## config.mk

```make
export PLATFORM = sky130hd
export DESIGN_NAME = seg14_scan_ctrl
export DESIGN_NICKNAME = d
export VERILOG_FILES = /design/src/rtl/seg14_pkg.sv /design/src/rtl/seg14_font.sv /design/src/rtl/seg14_scan_ctrl.sv
export SDC_FILE = /design/constraint.sdc
export NUM_CORES = 1
export LEC_CHECK = 0
export CAP_MARGIN = 5
export CORE_ASPECT_RATIO = 0.5
export CORE_MARGIN = 2
export CORE_UTILIZATION = 35
export DETAILED_ROUTE_END_ITERATION = 10
export HOLD_SLACK_MARGIN = 0.02
export MAX_ROUTING_LAYER = met4
export REMOVE_ABC_BUFFERS = 1
export SKIP_CTS_REPAIR_TIMING = 1
export SYNTH_ARGS = -nofsm -noshare
export SYNTH_HDL_FRONTEND = slang
export SYNTH_SLANG_ARGS = --single-unit
```

## constraint.sdc

```tcl
create_clock -name clk -period 7.1 [get_ports clk]
set_clock_uncertainty 0.05 [all_clocks]
set_input_delay 2.13 -clock clk [delete_from_list [all_inputs] [get_ports clk]]
set_output_delay 2.13 -clock clk [all_outputs]
set_load 0.05 [all_outputs]
```

## src/rtl/seg14_pkg.sv

```systemverilog
// Shared constants for the 14-segment scan controller: character codes, font table, FSM states.
// Scrolling is built only when SEG14_SCROLL_EN is defined.
package seg14_pkg;

    localparam int unsigned NumDigits = 12;
    localparam int unsigned NumSlots  = 16;
    localparam int unsigned NumGlyphs = 38;

    localparam logic [5:0] CodeDigit0 = 6'd27;
    localparam logic [5:0] CodeDigit9 = CodeDigit0 + 6'd9;
    localparam logic [5:0] CodeBlank  = 6'd37;
    localparam logic [3:0] LastDigit  = 4'(NumDigits - 1);

    typedef enum logic [1:0] {
        StIdle,
        StShow,
        StBlank
    } scan_state_e;

    // Bit order MSB..LSB: a b c d e f g1 g2 h i j k l m
    localparam logic [13:0] FontTable [NumGlyphs] = '{
        14'b00000000000000,  // space
        14'b11101111000000,  // A
        14'b11110001010010,  // B
        14'b10011100000000,  // C
        14'b11110000010010,  // D
        14'b10011110000000,  // E
        14'b10001110000000,  // F
        14'b10111101000000,  // G
        14'b01101111000000,  // H
        14'b10010000010010,  // I
        14'b01111000000000,  // J
        14'b00001110001100,  // K
        14'b00011100000000,  // L
        14'b01101100101000,  // M
        14'b01101100100100,  // N
        14'b11111100000000,  // O
        14'b11001111000000,  // P
        14'b11111100000100,  // Q
        14'b11001111000100,  // R
        14'b10110111000000,  // S
        14'b10000000010010,  // T
        14'b01111100000000,  // U
        14'b00001100001001,  // V
        14'b01101100000101,  // W
        14'b00000000101101,  // X
        14'b00000000101010,  // Y
        14'b10010000001001,  // Z
        14'b11111100001001,  // 0
        14'b01100000001000,  // 1
        14'b11011011000000,  // 2
        14'b11110011000000,  // 3
        14'b01100111000000,  // 4
        14'b10110111000000,  // 5
        14'b10111111000000,  // 6
        14'b11100000000000,  // 7
        14'b11111111000000,  // 8
        14'b11110111000000,  // 9
        14'b00000000000000   // undefined codes
    };

endpackage

```

## src/rtl/seg14_font.sv

```systemverilog
// Combinational font lookup: 6-bit character code to 14-segment pattern.
module seg14_font
    import seg14_pkg::*;
(
    input  logic [5:0]  code,
    output logic [13:0] pattern
);

    always_comb begin
        if (code > CodeDigit9) begin
            pattern = FontTable[CodeBlank];
        end else begin
            pattern = FontTable[code];
        end
    end

endmodule

```

## src/rtl/seg14_scan_ctrl.sv

```systemverilog
// Multiplexed 12-digit 14-segment display scanner with double-buffered 16-slot message.
// Define SEG14_SCROLL_EN to advance the message window every SCROLL_DIV frames.
module seg14_scan_ctrl
    import seg14_pkg::*;
#(
    parameter int unsigned DWELL      = 4,
    parameter int unsigned SCROLL_DIV = 64
) (
    input  logic                 clk,
    input  logic                 rst_n,
    input  logic                 enable,
    input  logic                 wr_en,
    input  logic [3:0]           wr_addr,
    input  logic [5:0]           wr_char,
    output logic                 wr_ready,
    output logic [NumDigits-1:0] sel,
    output logic [13:0]          segm,
    output logic                 frame_tick
);

    scan_state_e state_q, state_d;
    logic [3:0]  digit_q, digit_d;
    logic [7:0]  dwell_q, dwell_d;
    logic [7:0]  frame_cnt_q, frame_cnt_d;
    logic [3:0]  base_q, base_d;
    logic        dirty_q, dirty_d;

    logic [5:0]  shadow_q [NumSlots];
    logic [5:0]  active_q [NumSlots];

    logic [NumDigits-1:0] sel_q, sel_d;
    logic [13:0]          segm_q, segm_d;
    logic                 frame_tick_q, frame_tick_d;
    logic                 wr_ready_q, wr_ready_d;

    logic        wr_accept;
    logic        frame_end;
    logic        commit;
    logic [3:0]  slot_idx;
    logic [5:0]  show_code;
    logic [13:0] font_pat;

    assign wr_accept = wr_en & wr_ready_q;
    assign frame_end = (state_q == StBlank) && (digit_q == LastDigit);
    assign commit    = frame_end & dirty_q;

    // State register
    always_ff @(posedge clk or negedge rst_n) begin
        if (!rst_n) begin
            state_q     <= StIdle;
            digit_q     <= '0;
            dwell_q     <= '0;
            frame_cnt_q <= '0;
            base_q      <= '0;
            dirty_q     <= 1'b0;
        end else begin
            state_q     <= state_d;
            digit_q     <= digit_d;
            dwell_q     <= dwell_d;
            frame_cnt_q <= frame_cnt_d;
            base_q      <= base_d;
            dirty_q     <= dirty_d;
        end
    end

    // Next-state logic
    always_comb begin
        state_d     = state_q;
        digit_d     = digit_q;
        dwell_d     = dwell_q;
        frame_cnt_d = frame_cnt_q;
        base_d      = base_q;
        if (!enable) begin
            state_d     = StIdle;
            digit_d     = '0;
            dwell_d     = '0;
            frame_cnt_d = '0;
        end else begin
            unique case (state_q)
                StIdle: begin
                    state_d = StShow;
                    digit_d = '0;
                    dwell_d = '0;
                end
                StShow: begin
                    if (dwell_q == 8'(DWELL - 1)) begin
                        state_d = StBlank;
                        dwell_d = '0;
                    end else begin
                        dwell_d = dwell_q + 8'd1;
                    end
                end
                StBlank: begin
                    state_d = StShow;
                    if (digit_q == LastDigit) begin
                        digit_d = '0;
                        if (frame_cnt_q == 8'(SCROLL_DIV - 1)) begin
                            frame_cnt_d = '0;
`ifdef SEG14_SCROLL_EN
                            base_d      = base_q + 4'd1;
`endif
                        end else begin
                            frame_cnt_d = frame_cnt_q + 8'd1;
                        end
                    end else begin
                        digit_d = digit_q + 4'd1;
                    end
                end
                default: state_d = StIdle;
            endcase
        end
    end

    always_comb begin
        dirty_d = dirty_q;
        if (commit) begin
            dirty_d = 1'b0;
        end
        if (wr_accept) begin
            dirty_d = 1'b1;
        end
    end

    // Outputs are registered from the state being entered, so the code shown must
    // see a commit happening on the same edge.
    assign slot_idx  = base_d + digit_d;
    assign show_code = commit ? shadow_q[slot_idx] : active_q[slot_idx];

    seg14_font u_font (
        .code    (show_code),
        .pattern (font_pat)
    );

    // Output logic
    always_comb begin
        sel_d        = '0;
        segm_d       = '0;
        frame_tick_d = (state_d == StBlank) && (digit_d == LastDigit);
        wr_ready_d   = !(frame_tick_d && dirty_d);
        if (state_d == StShow) begin
            sel_d  = NumDigits'(1) << digit_d;
            segm_d = font_pat;
        end
    end

    always_ff @(posedge clk or negedge rst_n) begin
        if (!rst_n) begin
            sel_q        <= '0;
            segm_q       <= '0;
            frame_tick_q <= 1'b0;
            wr_ready_q   <= 1'b1;
        end else begin
            sel_q        <= sel_d;
            segm_q       <= segm_d;
            frame_tick_q <= frame_tick_d;
            wr_ready_q   <= wr_ready_d;
        end
    end

    always_ff @(posedge clk or negedge rst_n) begin
        if (!rst_n) begin
            for (int i = 0; i < NumSlots; i++) begin
                shadow_q[i] <= '0;
                active_q[i] <= '0;
            end
        end else begin
            if (commit) begin
                for (int i = 0; i < NumSlots; i++) begin
                    active_q[i] <= shadow_q[i];
                end
            end
            if (wr_accept) begin
                shadow_q[wr_addr] <= wr_char;
            end
        end
    end

    assign sel        = sel_q;
    assign segm       = segm_q;
    assign frame_tick = frame_tick_q;
    assign wr_ready   = wr_ready_q;

endmodule

```

==> impl_metrics.tcl, run 1 <==
set metrics [dict create \
    avgSynthCellArea_um2 10.3 \
    vias 8188 \
    max_slew.worst_pin.slew_ns 1.12 \
    setup-tns-final_ns 0 \
    critPathKind "input port to flip-flop" \
    ys_async_sr_fraction_pct 100 \
    clock_path_buffers 3 \
    syn_to_final_growth_pct 13.9 \
    total_power_w 0.00299 \
    drtPass1Iterations 5 \
    drc 0 \
    setup_ws_ns 1.11 \
    via_per_inst 5.38 \
    num_rows 45 \
    gp_congestion 0.912 \
    finalCritPeriodShare_pct 84.3 \
    initial_core_util_pct 35.9 \
    die_area_um2 32900 \
    switching_share_pct 24.3 \
    post_drt_wl_per_cell_um 19.9 \
    ys.flop_type "dfrtp_1" \
    synth_top_area_share_pct 53.4 \
    die_y_um 129 \
    port-buffer-count 41 \
    synth_edf_count 0 \
    cts-root-buf "clkbuf_16" \
    endpoint_kind "flip-flop" \
    synth-seq-cells 235 \
    nets 1110 \
    drtAntennaViolNets 0 \
    yosysUniqueCellTypes 87 \
    grt_usage_pct 19.4 \
    cts_tree "done" \
    outcome "finished clean" \
    p_leak_nw 5.85 \
    netlist_top_cells_area "dfrtp_1 53%, nand2_1 11%, mux2_2 11%" \
    clkPwrFrac_pct 40.6 \
    drv_slew 0 \
    drt_iter0_drc 814 \
    wl_mm 30.4 \
    htreeDepth 1 \
    pwr-share-seq_pct 51.6 \
    slew_headroom_pct 25.4 \
    fillerInstances 2955 \
    fin_crit_ns 5.99 \
    grt_setup_unrepaired "no" \
    seq_area_frac_synth_pct 53.6 \
    worstPathMaxFanout 18 \
    place_ws_ns 0.621 \
    cts.sinks 235 \
    grt_pass1_wl_mm 47.4 \
    path_clk_slew_ns 0.07 \
    critPathRequiredTime_ns 7.48 \
    peakVddDrop_mv 0.177 \
    p_switching_w 0.000726 \
    die_w_um 254 \
    dpl-instance-area_um2 11800 \
    startpoint_type "input port" \
    syn_inst 1067 \
    insertedDiodeCount 0 \
    core_um2 30600 \
    p_comb_share_pct 7.8 \
    arrival_ns 6.36 \
    setup_viol 0 \
    intPower_w 0.00226 \
    maxCapViolCount 0 \
    ios 42 \
    antenna_found_initial 0 \
    grt_max_degree 140 \
    final-hold-violation-count 0 \
    numCtsBuffers 24 \
    yosysWarnings 0 \
    hpwl_mm 20.0 \
    hold_class "flip-flop to flip-flop" \
    clk_latency_ns 0.55 \
    fmax_mhz 167 \
    power_density_nw_per_um2 239 \
    drive_above_1_share_pct 16.5 \
    first_global_vias 8070 \
    syn_area_um2 11000 \
    overflow 0 \
    synth_top_cell_by_area "dfrtp_1" \
    fin_area_um2 12500 \
]
==> metal layers <==
layer	global-route usage [%]	part of all wire, %
met1	27.6	47
met2	28.9	44
met3	3.58	6.9
met4	4.08	1.7
met5	-	0
==> flip-flops by register name, indices dropped and copies added (netlist names), 2 cells and up <==
register	flops
digit_q	4
sel	12
active_q	96
state_q	2
dwell_q	8
shadow_q	96
segm	14
==> stage by stage <==
step	std cells	util, %	hold slack [ns]
after floorplan	1006	-	0.383
after global placement	1483	38.5	0.392
after detailed placement	1483	38.5	0.394
after CTS	1523	40.9	0.408
after global routing	1523	40.9	0.439
final	1523	40.9	0.404
==> power by group through the flow <==
stage | clock network, W | registers (W) | logic [W]
6_report | 0.00121 | 0.00154 | 0.000234
5_1_grt | 0.00130 | 0.00156 | 0.000256
4_1_cts | 0.00124 | 0.00154 | 0.000237
3_5_place_dp | 0 | 0.00157 | 0.000236
3_3_place_gp | 0 | 0.00156 | 0.000229
2_1_floorplan | 0 | 0.00155 | 0.000149
==> worst paths after layout <==
path	start	to	slack, ns	depth (start not counted)
worst max-delay path	enable	segm[10]$_DFF_PN0_	1.11	12
worst min-delay path	shadow_q[44]$_DFFE_PN0P_	active_q[44]$_DFFE_PN0P_	0.40	2
worst max register to register	digit_q[0]$_DFF_PN0_	segm[10]$_DFF_PN0_	1.97	12
worst min register to register	shadow_q[44]$_DFFE_PN0P_	active_q[44]$_DFFE_PN0P_	0.40	2
max in group asynchronous	rst_n	segm[6]$_DFF_PN0_	3.95	2
min in group asynchronous	rst_n	shadow_q[0]$_DFFE_PN0P_	1.63	1
==> area by class of cell <==
class / count / area, um^2 / area share, %
clock inverters: 5 / 65.1 / 0.520
flip-flops and latches: 235 / 5880 / 47.0
multi-input cells: 759 / 4790 / 38.3
repair buffers: 54 / 513 / 4.10
well taps: 423 / 529 / 4.23
inverters: 12 / 45.0 / 0.360
clock buffers: 35 / 682 / 5.45
==> synthesized netlist by cell type, types with 3 or more instances <==
cell type,n
clkbuf_1,35
nor2b_1,4
mux2i_1,13
a21o_1,4
nor3_1,21
buf_1,3
a21boi_0,4
inv_1,10
o21ai_1,4
buf_4,5
a22oi_1,5
nand2b_1,7
nand4_1,3
a21oi_1,30
nand3b_1,4
or4_1,4
nand2_1,331
nor4_1,5
a221oi_1,5
a31oi_1,6
o21ai_0,19
dfrtp_1,234
ha_1,10
o311a_1,5
o221ai_1,5
xor2_1,3
nand3_1,20
a222oi_1,3
a221o_1,5
a311oi_1,3
and3_1,12
a211o_1,3
and2_1,6
mux2_2,105
a211oi_2,3
o31ai_1,3
buf_2,15
a22o_1,5
a211oi_1,5
nor2_1,33
o211ai_1,11
==> critical path, stage by stage <==
cell and delay, ns:
clkdlybuf4s50_1 0.60, inv_1 0.36, a311o_1 0.41, inv_2 0.26
a221oi_1 0.25, o21ai_0 0.20, a211oi_2 0.81, inv_1 0.19
ha_1 0.35, mux2_4 0.27, and2_1 0.17, a2111oi_2 0.36
==> cell usage in the layout, fill, tap and decap left out, types with 6 or more instances in the layout <==
cell type | netlist | routed
o21ai_0 | 19 | 19
and3_1 | 12 | 11
buf_4 | 5 | 13
nand2_1 | 331 | 331
dfrtp_1 | 234 | 234
clkdlybuf4s50_1 | 0 | 40
nand2b_1 | 7 | 7
clkbuf_1 | 35 | 7
nor2_1 | 33 | 33
mux2i_1 | 13 | 13
o211ai_1 | 11 | 11
nor3_1 | 21 | 20
a21oi_1 | 30 | 30
a31oi_1 | 6 | 6
nand3_1 | 20 | 19
and2_1 | 6 | 6
inv_1 | 10 | 10
clkbuf_16 | 0 | 24
mux2_2 | 105 | 105
ha_1 | 10 | 10
==> cell families (layout without fill, tap and decap cells) <==
family                   count (synthesis)  in the layout  synth area share, %
AO/OA/AOI/OAI                          159            159                 11.3
XOR/XNOR                                 4              4                0.319
multiplexers                           119            119                 12.1
flip-flops                             235            235                 53.6
buffers and inverters                   73            106                 2.99
adder cells (fa/ha/maj)                 10             10                 1.14
AND/OR/NAND/NOR                        467            467                 18.6
(Power assumes the default switching activity.)
==> inputs of run 2 (changes only) <==
clock period = 5.2 ns   (was 7.1 ns; I/O delays follow)
==> impl_metrics.tcl, run 2 (synthesis gave the netlist of run 1 again) <==
set metrics [dict create \
    intPower_w 0.00312 \
    overflow 0 \
    cts-root-buf "clkbuf_16" \
    critPathMaxStageDelay_ns 0.52 \
    grt_usage_pct 19.2 \
    cts.sinks 235 \
    drive_above_1_share_pct 18.3 \
    finalCritPeriodShare_pct 88.0 \
    grt_pass1_wl_mm 47.0 \
    gp_congestion 0.874 \
    drv_slew 0 \
    initial_core_util_pct 35.9 \
    grt_max_degree 122 \
    arrival_ns 4.90 \
    clock_path_buffers 3 \
    drtPass1Iterations 4 \
    power_density_nw_per_um2 322 \
    worstPathCellList "clkdlybuf4s50_1 > inv_1 > a311o_1 > inv_2 > buf_4 > a221o_1 > o211ai_2 > and3_1 > buf_4 > nor3_1 > nor4_1 > nor3_1" \
    setup-tns-final_ns 0 \
    critPathKind "input port to flip-flop" \
    drc 0 \
    num_rows 45 \
    drt_iter0_drc 696 \
    fin_crit_ns 4.58 \
    syn_to_final_growth_pct 15.7 \
    startpoint_type "input port" \
    worstPathMaxFanout 12 \
    p_leak_nw 5.98 \
    final_cell_mix "331 x nand2_1, 234 x dfrtp_1, 105 x mux2_2" \
    slew_headroom_pct 28.6 \
    die_area_um2 32900 \
    numCtsBuffers 23 \
    nets 1132 \
    endpoint_kind "flip-flop" \
    path_clk_slew_ns 0.06 \
    critPathRequiredTime_ns 5.53 \
    die_y_um 129 \
    place_ws_ns 0.161 \
    hpwl_mm 20.4 \
    htreeDepth 1 \
    switching_share_pct 23.7 \
    r2r_slack_ns 0.76 \
    outcome "finished clean" \
    setup_viol 0 \
    hold_class "flip-flop to flip-flop" \
    maxCapViolCount 0 \
    ios 42 \
    cts_tree "done" \
    insertedDiodeCount 0 \
    final-hold-violation-count 0 \
    path_buf_inv 5 \
    slowest_stage "clkdlybuf4s50_1" \
    p_comb_share_pct 7.9 \
    die_w_um 254 \
    port-buffer-count 41 \
    vias 8176 \
    clkPwrFrac_pct 40.6 \
    fmax_mhz 218 \
    grt_setup_unrepaired "no" \
    drtAntennaViolNets 0 \
    first_global_vias 7969 \
    cp_top_family "buffers and inverters" \
    core_um2 30600 \
    layout_commonest_cell "nand2_1" \
    max_slew.worst_pin.slew_ns 1.07 \
    clk_latency_ns 0.53 \
    post_drt_wl_per_cell_um 19.6 \
    via_per_inst 5.29 \
    fillerInstances 2890 \
    wl_mm 30.4 \
    p_switching_w 0.000970 \
    setup_ws_ns 0.623 \
    fin_util_pct 41.5 \
    pwr-share-seq_pct 51.5 \
    peakVddDrop_mv 0.213 \
    antenna_found_initial 0 \
]
## run 2: metrics by stage
stage,total power [W],cell area (um^2),instances,hold slack [ns]
global route,0.00425,12700,1547,0.422
global placement,0.00244,12000,1506,0.391
detailed placement,0.00246,12000,1506,0.397
finish,0.00409,12700,1547,0.411
floorplan,0.00232,10700,1006,0.383
CTS,0.00412,12700,1547,0.411
## run 2: final cells by class
class                      instances  area (um^2)  area share [%]
multi-input combinational        759         4780            37.7
sequential                       235         5880            46.3
clock inverter                     7         77.6           0.611
timing repair buffer              77          711            5.60
tap                              423          529            4.17
clock buffer                      34          667            5.25
inverter                          12         45.0           0.355
## run 2: power by group through the flow
| stage | clock network [W] | logic, W | registers [W] |
|---|---|---|---|
| after floorplan | 0 | 0.000203 | 0.00212 |
| after CTS | 0.00169 | 0.000328 | 0.00210 |
| after global routing | 0.00177 | 0.000354 | 0.00213 |
| final | 0.00166 | 0.000323 | 0.00211 |
| after detailed placement | 0 | 0.000327 | 0.00214 |
| after global placement | 0 | 0.000316 | 0.00213 |
## run 2: final timing paths
kind,start,endpoint,cells after the start
worst max-delay path,enable,segm[7]$_DFF_PN0_,12
worst min-delay path,shadow_q[62]$_DFFE_PN0P_,active_q[62]$_DFFE_PN0P_,2
worst max register to register,digit_q[0]$_DFF_PN0_,segm[7]$_DFF_PN0_,13
worst min register to register,shadow_q[62]$_DFFE_PN0P_,active_q[62]$_DFFE_PN0P_,2
max in group asynchronous,rst_n,wr_ready$_DFF_PN1_,2
min in group asynchronous,rst_n,shadow_q[5]$_DFFE_PN0P_,1
## run 2: routing by layer
metal | vias up | share of wire, % | GRT usage, %
li1 | 3800 | - | -
met1 | 4110 | 47 | 26.8
met2 | 225 | 44 | 28.9
met3 | 41 | 6.5 | 4.00
met4 | 0 | 2.0 | 4.08
met5 | - | 0 | -
## run 2: worst min-delay path: stages, from the launching register on
cell     delay, ns
dfrtp_1       0.34
nand2_1       0.05
nand2_1       0.05
==> inputs of run 3 (changes only) <==
CORE_UTILIZATION = 55   (was 35)
GPL_ROUTABILITY_DRIVEN = 0   (was unset)
PLACE_DENSITY = 0.76   (was unset)
==> impl_metrics.tcl, run 3 (synthesis gave the netlist of run 1 again) <==
set metrics [dict create \
    outcome "finished clean" \
    cts_tree "done" \
    slew_headroom_pct 28.7 \
    overflow 0 \
    nets 1126 \
    p_leak_nw 5.97 \
    finalCritPeriodShare_pct 90.3 \
    min_path_cells 2 \
    worstPathCellList "clkdlybuf4s50_1 > inv_1 > nor3_1 > buf_4 > a22o_1 > a222oi_1 > a211oi_2 > a211oi_1 > ha_1 > mux2_4 > and2_1 > a2111oi_2" \
    grt_setup_unrepaired "no" \
    numCtsBuffers 22 \
    port-buffer-count 41 \
    r2r_slack_ns 0.70 \
    clk_latency_ns 0.51 \
    core_um2 19500 \
    peakVddDrop_mv 0.180 \
    max_slew.worst_pin.slew_ns 1.07 \
    die_area_um2 21200 \
    critPathKind "input port to flip-flop" \
    fillerInstances 1462 \
    hold_end "active_q[12]$_DFFE_PN0P_" \
    cts.sinks 235 \
    worstHoldStart "shadow_q[12]$_DFFE_PN0P_" \
    hpwl_mm 18.8 \
    timing.hold.ws_ns 0.415 \
    first_global_vias 8250 \
    r2r_end "segm[9]$_DFF_PN0_" \
    post_drt_wl_per_cell_um 20.5 \
    drtPass1Iterations 5 \
    initial_core_util_pct 56.3 \
    ios 42 \
    drv_slew 0 \
    dpl-instance-area_um2 11700 \
    fin_area_um2 12500 \
    clock_path_buffers 3 \
    path_clk_slew_ns 0.07 \
    fmax_mhz 213 \
    final_cell_mix "331 x nand2_1, 234 x dfrtp_1, 105 x mux2_2" \
    die_w_um 204 \
    wl_mm 28.4 \
    startpoint_type "input port" \
    layout_commonest_cell "nand2_1" \
    htreeDepth 1 \
    grt_pass1_wl_mm 45.4 \
    critPathRequiredTime_ns 5.55 \
    hold_class "flip-flop to flip-flop" \
    syn_to_final_growth_pct 14.1 \
    endpoint_kind "flip-flop" \
    maxCapViolCount 0 \
    timing.rr.start "digit_q[0]$_DFF_PN0_" \
    drive_above_1_share_pct 18.3 \
    setup-tns-final_ns 0 \
    drtAntennaViolNets 0 \
    final-hold-violation-count 0 \
    antenna_found_initial 0 \
    critPathMaxStageDelay_ns 0.47 \
    grt_max_degree 136 \
    setup_ws_ns 0.503 \
    setup_viol 0 \
    fin_crit_ns 4.70 \
    drc 0 \
    power_density_nw_per_um2 339 \
    die_y_um 104 \
    via_per_inst 6.15 \
    vias 8507 \
    place_ws_ns 0.0555 \
    cts-root-buf "clkbuf_16" \
    drt_iter0_drc 979 \
    r2r_cells 13 \
    worstPathMaxFanout 7 \
    slowest_stage "clkdlybuf4s50_1" \
    arrival_ns 5.05 \
    num_rows 36 \
    grt_usage_pct 28.3 \
    insertedDiodeCount 0 \
]
## run 3: cell count changes in the layout (fill, tap and decap cells not counted), sizes merged
cell      previous run  this run
bufinv               1         5
clkinv               4         3
clkinvlp             1         2
clkbuf              34        28
buf                 37        32
## run 3: critical path, delay by kind of cell
kind            cells  cell delay [ns]
buf+inv             3             0.88
compound gates      5             1.61
simple gates        2             0.27
fa+ha+maj           1             0.40
mux                 1             0.30
## run 3: layout make-up
type	instances	area (um^2)	area share [%]
multi-input cells	759	4790	38.2
well taps	266	333	2.66
clock inverters	11	210	1.68
repair buffers	72	648	5.18
clock buffers	28	613	4.90
inverters	12	45.0	0.360
flip-flops and latches	235	5880	47.0
## run 3: worst max path at each step
stage	start	to	cells after the start
CTS	enable	segm[10]$_DFF_PN0_	12
detailed placement	enable	segm[10]$_DFF_PN0_	12
finish	enable	segm[10]$_DFF_PN0_	12
global route	enable	segm[10]$_DFF_PN0_	12
floorplan	digit_q[0]$_DFF_PN0_	segm[10]$_DFF_PN0_	11
global placement	enable	segm[10]$_DFF_PN0_	11
## run 3: metal layers
layer | wire length, um | up-vias | track usage (%) | share of wire (%)
met1 | 12400 | 4252 | 40.2 | 44
li1 | - | 3768 | - | -
met4 | 797 | 0 | 7.87 | 2.8
met2 | 12500 | 417 | 41.6 | 44
met5 | 0 | - | - | 0
met3 | 2690 | 70 | 5.70 | 9.5
## run 3: report_power, final
group          switching, W  internal [W]
Clock              0.000710       0.00109
Sequential         0.000106       0.00200
Combinational      0.000153      0.000171
## run 3: metrics by stage
stage	std cells	total power (W)	utilization, %
CTS	1383	0.00426	64.2
global route	1383	0.00439	64.2
detailed placement	1344	0.00246	60.0
global placement	1344	0.00244	60.0
finish	1383	0.00424	64.2
floorplan	1006	0.00232	-
